### src/rtl/branch_pkg.sv
// branch_pkg
//   Shared definitions for the EX-stage branch unit:
//   - funct3 encodings of the six RV conditional branches
//   - 2-bit saturating counter states used by the branch history table
//   - next_cnt(): counter update for a resolved branch outcome
package branch_pkg;

  localparam logic [2:0] F3_BEQ  = 3'b000;
  localparam logic [2:0] F3_BNE  = 3'b001;
  localparam logic [2:0] F3_BLT  = 3'b100;
  localparam logic [2:0] F3_BGE  = 3'b101;
  localparam logic [2:0] F3_BLTU = 3'b110;
  localparam logic [2:0] F3_BGEU = 3'b111;

  typedef enum logic [1:0] {
    CNT_SNT = 2'b00,
    CNT_WNT = 2'b01,
    CNT_WT  = 2'b10,
    CNT_ST  = 2'b11
  } cnt_state_t;

  // Saturating step: taken moves toward ST, not-taken toward SNT.
  function automatic cnt_state_t next_cnt(input cnt_state_t cur, input logic tk);
    cnt_state_t nxt;
    case (cur)
      CNT_SNT: nxt = tk ? CNT_WNT : CNT_SNT;
      CNT_WNT: nxt = tk ? CNT_WT  : CNT_SNT;
      CNT_WT:  nxt = tk ? CNT_ST  : CNT_WNT;
      default: nxt = tk ? CNT_ST  : CNT_WT;
    endcase
    return nxt;
  endfunction

endpackage

### src/rtl/branch_compare.sv
// branch_compare
//   Combinational evaluation of an RV branch condition.
//   Ports:
//     funct3  in   3     branch funct3
//     a       in   XLEN  rs1 value
//     b       in   XLEN  rs2 value
//     cond    out  1     branch condition holds (0 for illegal encodings)
//     illegal out  1     funct3 is 010 or 011
module branch_compare
  import branch_pkg::*;
#(
  parameter int XLEN = 64
) (
  input  logic [2:0]      funct3,
  input  logic [XLEN-1:0] a,
  input  logic [XLEN-1:0] b,
  output logic            cond,
  output logic            illegal
);

  always_comb begin
    cond    = 1'b0;
    illegal = 1'b0;
    case (funct3)
      F3_BEQ:  cond = (a == b);
      F3_BNE:  cond = (a != b);
      F3_BLT:  cond = ($signed(a) <  $signed(b));
      F3_BGE:  cond = ($signed(a) >= $signed(b));
      F3_BLTU: cond = (a <  b);
      F3_BGEU: cond = (a >= b);
      default: illegal = 1'b1;
    endcase
  end

endmodule

### src/rtl/branch_unit.sv
// branch_unit
//   EX-stage branch resolution for the RV64 pipeline. Resolves the branch,
//   registers outcome/target/mispredict for the front end and maintains a
//   direct-mapped BHT of 2-bit saturating counters that IF reads.
//   Optional feature macro: BRANCH_STATS_EN (resolve/mispredict counters).
//   Ports:
//     clk, reset        clock; synchronous active-high reset
//     ex_valid          valid branch in EX this cycle
//     funct3            branch funct3
//     readData1, b      rs1 / rs2 values
//     ex_pc, imm        branch PC and sign-extended B-immediate
//     ex_pred_taken     prediction made in IF for this branch
//     if_pc             fetch PC for BHT lookup
//     if_pred_taken     combinational BHT prediction for if_pc
//     resolve_valid     registered one-cycle pulse per ex_valid
//     taken             registered outcome
//     mispredict        registered outcome != prediction
//     redirect_pc       registered correct next PC (holds when idle)
//     illegal_funct3    registered illegal-encoding flag
//     stat_branches     legal resolve count (0 when stats disabled)
//     stat_mispredicts  legal mispredict count (0 when stats disabled)
module branch_unit
  import branch_pkg::*;
#(
  parameter int XLEN      = 64,
  parameter int BHT_DEPTH = 64,
  parameter int CNT_W     = 32
) (
  input  logic             clk,
  input  logic             reset,
  input  logic             ex_valid,
  input  logic [2:0]       funct3,
  input  logic [XLEN-1:0]  readData1,
  input  logic [XLEN-1:0]  b,
  input  logic [XLEN-1:0]  ex_pc,
  input  logic [XLEN-1:0]  imm,
  input  logic             ex_pred_taken,
  input  logic [XLEN-1:0]  if_pc,
  output logic             if_pred_taken,
  output logic             resolve_valid,
  output logic             taken,
  output logic             mispredict,
  output logic [XLEN-1:0]  redirect_pc,
  output logic             illegal_funct3,
  output logic [CNT_W-1:0] stat_branches,
  output logic [CNT_W-1:0] stat_mispredicts
);

  localparam int IDX_W = $clog2(BHT_DEPTH);

  cnt_state_t bht [BHT_DEPTH];

  logic [IDX_W-1:0] ex_idx;
  logic [IDX_W-1:0] if_idx;
  logic             cond;
  logic             illegal;
  logic             legal_resolve;
  logic             misp_next;
  logic [XLEN-1:0]  target;
  cnt_state_t       if_cnt;

  assign ex_idx = ex_pc[IDX_W+1:2];
  assign if_idx = if_pc[IDX_W+1:2];

  branch_compare #(.XLEN(XLEN)) u_compare (
    .funct3  (funct3),
    .a       (readData1),
    .b       (b),
    .cond    (cond),
    .illegal (illegal)
  );

  // cond is forced low for illegal encodings, so an illegal branch falls
  // through to pc+4 and reports mispredict exactly when IF predicted taken.
  assign legal_resolve = ex_valid & ~illegal;
  assign misp_next     = cond ^ ex_pred_taken;
  assign target        = cond ? (ex_pc + imm) : (ex_pc + XLEN'(4));

  // Array read is from the registered table, so a same-cycle update of the
  // looked-up entry is seen by IF only on the following cycle.
  assign if_cnt        = bht[if_idx];
  assign if_pred_taken = if_cnt[1];

  always_ff @(posedge clk) begin
    if (reset) begin
      for (int i = 0; i < BHT_DEPTH; i++) begin
        bht[i] <= CNT_WNT;
      end
      resolve_valid  <= 1'b0;
      taken          <= 1'b0;
      mispredict     <= 1'b0;
      illegal_funct3 <= 1'b0;
      redirect_pc    <= '0;
    end else begin
      resolve_valid  <= ex_valid;
      taken          <= ex_valid & cond;
      mispredict     <= ex_valid & misp_next;
      illegal_funct3 <= ex_valid & illegal;
      if (ex_valid) begin
        redirect_pc <= target;
      end
      if (legal_resolve) begin
        bht[ex_idx] <= next_cnt(bht[ex_idx], cond);
      end
    end
  end

`ifdef BRANCH_STATS_EN
  logic [CNT_W-1:0] branch_cnt;
  logic [CNT_W-1:0] misp_cnt;

  // Both counters stick at all-ones rather than wrapping.
  always_ff @(posedge clk) begin
    if (reset) begin
      branch_cnt <= '0;
      misp_cnt   <= '0;
    end else if (legal_resolve) begin
      if (branch_cnt != '1) begin
        branch_cnt <= branch_cnt + CNT_W'(1);
      end
      if (misp_next && (misp_cnt != '1)) begin
        misp_cnt <= misp_cnt + CNT_W'(1);
      end
    end
  end

  assign stat_branches    = branch_cnt;
  assign stat_mispredicts = misp_cnt;
`else
  assign stat_branches    = '0;
  assign stat_mispredicts = '0;
`endif

  // Fetch PC bits outside the index field do not take part in the lookup.
  logic unused_if_pc_bits;
  assign unused_if_pc_bits = ^{if_pc[XLEN-1:IDX_W+2], if_pc[1:0]};

endmodule
### config.mk
export PLATFORM = sky130hd
export DESIGN_NAME = branch_unit
export DESIGN_NICKNAME = d
export VERILOG_FILES = /design/src/rtl/branch_pkg.sv /design/src/rtl/branch_compare.sv /design/src/rtl/branch_unit.sv
export SDC_FILE = /design/constraint.sdc
export NUM_CORES = 1
export LEC_CHECK = 0
export ABC_AREA = 1
export CAP_MARGIN = 20
export CELL_PAD_IN_SITES_DETAIL_PLACEMENT = 1
export CELL_PAD_IN_SITES_GLOBAL_PLACEMENT = 2
export CORE_AREA = 2 2 237 239
export CTS_BUF_LIST = sky130_fd_sc_hd__clkbuf_8
export CTS_CLUSTER_DIAMETER = 80
export CTS_CLUSTER_SIZE = 40
export DETAILED_ROUTE_END_ITERATION = 6
export DIE_AREA = 0 0 239 241
export DONT_BUFFER_PORTS = 1
export PLACE_DENSITY = 0.9
export SETUP_SLACK_MARGIN = 0.05
export SLEW_MARGIN = 20
export SYNTH_ARGS = -nofsm -noshare
export SYNTH_HDL_FRONTEND = slang
export SYNTH_HIERARCHICAL = 1
export SYNTH_SLANG_ARGS = --single-unit
### constraint.sdc
create_clock -name clk -period 3.4 [get_ports clk]
set_input_delay 0.68 -clock clk [delete_from_list [all_inputs] [get_ports clk]]
set_output_delay 0.68 -clock clk [all_outputs]
set_load 0.1 [all_outputs]
==> impl_metrics.yaml <==
routing:
  first_iter_violations: 1694
  drt_first_pass_iters: 5
  vias_per_cell: 5.457
  vias: 20250
  drc_errors: 0
  drtAntennaViolNets: 0
  wl_mm: 86.03
  wl_per_cell_microns: 23.18
timing:
  tns_ns: 0
  fmax_mhz: 322.0
  drv_slew: 0
  max-slew-margin-rel: 0.2306
  hold_viol_final: 0
  final.period_utilization: 0.9134
  finalSetupViolations: 0
  whs_ns: 0.1397
  layout_min_cycle_time_ns: 3.106
  rsz0062_at_grt: "false"
  worstMarginPinSlew_ns: 1.153
  skew_ns: 0.02659
cts:
  post_cts_resized: 0
  clock_latency_ns: 0.60
  cts_buffers: 17
  root_buffer: "clkbuf_8"
  cts_setup_buffers: 0
  clkSinkCount: 196
  clk_pin_slew_ns: 0.13
  htree_levels: 4
  holdBufCountCts: 0
  clockBufferDepth: 2
  cts_tree: "done"
power_and_ir_drop:
  switching_share: 0.4783
  p_int_mw: 3.883
  p_leak_nw: 8.966
  net-switching-power_mw: 3.559
  power_frac_comb: 0.329
  seq_power_share: 0.436
  clkPwrFrac: 0.235
  pwr_density_cell_mw_per_mm2: 369.1
  finalPower_mw: 7.442
  ir_drop_mv: 0.2957
placed_design:
  portBuffers: 0
  gp_congestion: 0.9994
  placed_cell_area_sq_mm: 0.01972
  hpwlAfterDp_mm: 70.11
synthesis:
  synth.largest_area_cell: "edfxtp_1"
  synthMostInstantiatedCell: "nand2_1"
  netlist_instances: 3004
  yosys-top-cells-area: "edfxtp_1 20%, nand2_1 16%, inv_1 9.1%"
  synth.distinct_cells: 49
  ys.flop_type: "edfxtp_1"
  synth_edf_count: 128
  synth_commonest_cells: "791 x nand2_1, 462 x inv_1, 366 x nor2_1"
  ys_seq_elements: 196
  yosys_warnings: 6
  ys_async_sr_fraction: 0
  syn_avg_cell_area_sq_um: 6.330
  synth_top_area_frac: 0.2021
  ys_seq_area_frac: 0.2737
  netlist_area_sq_mm: 0.01902
die:
  core-area_sq_mm: 0.05488
  die_h_microns: 241
  row_count: 86
  dieWidth_microns: 239
  initial_utilization: 0.3465
  ios: 460
  dieArea_sq_mm: 0.05760
critical_path:
  worst_ep_arrival_time_ns: 2.43
  start_kind: "flop"
  cp.required_ns: 2.72
  endpoint_kind: "output pin"
  critical_path_class: "reg2out"
  worstPathMaxFanout: 2
grt:
  grt-ovfl-total: 0
  grt_pass1_vias: 20300
  grt_pass1_wl_mm: 125.3
  grt_max_degree: 116
  antenna_found_initial: 6
  grt_use_total: 0.2927
final_layout:
  fin_nets: 3444
  area_delta_synth_final_pct: 6.034
  final_cell_area_sq_mm: 0.02016
  drive_above_1_share: 0.04165
  nFillCells: 7288
outcome:
  status: "completed"
worst_hold_path:
  worstHoldPathType: "in2reg"
job:
  drv_cap: 0
[state kept, by name (all words and copies together) (netlist names)]
| signal | flops |
|---|---|
| bht | 128 |
| redirect_pc | 64 |
| resolve_valid | 1 |
| illegal_funct3 | 1 |
| mispredict | 1 |
| taken | 1 |
[cells in the final DEF, fill, tap and decap left out, drive strengths merged, types with 8 or more instances in the layout]
cell | netlist | layout
edfxtp | 128 | 128
clkbuf | 47 | 17
buf | 99 | 48
o21bai | 19 | 19
nand3b | 21 | 21
xnor2 | 24 | 24
nand2 | 796 | 796
nor2 | 371 | 371
o22ai | 8 | 8
nand3 | 129 | 129
nor3 | 42 | 42
a21oi | 312 | 312
nand4 | 35 | 35
conb | 1 | 64
o21ai | 194 | 194
clkinv | 2 | 11
a22oi | 18 | 18
dfxtp | 68 | 68
ha | 128 | 128
inv | 471 | 477
xor2 | 41 | 41
[worst max-delay path, stage by stage, from the launching register on]
cell      delay (ns)
edfxtp_1        0.44
o21ai_0         0.23
o21ai_0         0.15
o211ai_1        0.19
o21ai_0         0.20
o211ai_1        0.21
nand2_1         0.14
buf_4           0.26
[layout make-up]
type	count	area [sq um]	area share
Antenna cell	6	15.01	0.0007446
Timing Repair Buffer	48	473.0	0.02346
Sequential cell	196	5205	0.2581
Multi-Input combinational cell	2252	11380	0.5644
Tap cell	704	880.8	0.04369
Clock buffer	17	234.0	0.01160
Clock inverter	15	195.2	0.009680
Inverter	473	1779	0.08824
[power groups by stage]
stage / Combinational, mW / Clock [mW] / Sequential (mW)
6_report: 2.45 / 1.75 / 3.25
4_1_cts: 2.42 / 1.78 / 3.25
3_5_place_dp: 2.41 / 0 / 3.30
5_1_grt: 2.66 / 1.85 / 3.26
2_1_floorplan: 1.77 / 0 / 3.26
3_3_place_gp: 2.35 / 0 / 3.30
[worst paths after layout]
check / depth (start not counted) / end / slack (ns) / start
worst max register to register: 13 / bht[54][0]$_SDFFCE_PN1P_ / 1.17 / bht[46][1]$_SDFFCE_PN0P_
worst min register to register: 2 / redirect_pc[63]$_SDFFE_PP0P_ / 0.97 / redirect_pc[63]$_SDFFE_PP0P_
worst min-delay path: 1 / illegal_funct3$_SDFF_PP0_ / 0.14 / reset
worst max-delay path: 7 / if_pred_taken / 0.29 / bht[38][1]$_SDFFCE_PN0P_
[metal layers]
layer | wire [microns] | vias up | GRT usage | part of all wire
met5 | 0 | - | 0 | 0
met4 | 2721 | 0 | 0.1097 | 0.032
met3 | 6826 | 120 | 0.06268 | 0.079
met2 | 39910 | 767 | 0.4861 | 0.46
met1 | 36580 | 9793 | 0.3728 | 0.43
li1 | - | 9570 | - | -
[cell families after synthesis]
kind of cell | after synthesis | synth area share
and+or+nand+nor | 1413 | 0.3054
buffers and inverters | 619 | 0.1406
AOI/OAI and AO/OA | 579 | 0.1638
DFF | 196 | 0.2737
adders and majority gates | 129 | 0.08527
xor gates and xnor gates | 65 | 0.02994
muxes | 2 | 0.001053
other | 1 | 0.0001972
[through the flow]
stage / setup slack (ns) / cells / utilization
after detailed placement: -0.1510 / 3673 / 0.3593
after floorplan: 0.3005 / 3067 / -
after global placement: -0.08411 / 3673 / 0.3593
final: 0.2944 / 3711 / 0.3674
after CTS: 0.2598 / 3705 / 0.3671
after global routing: 0.1951 / 3711 / 0.3674
Note: power is estimated with default switching activity, not from simulation.
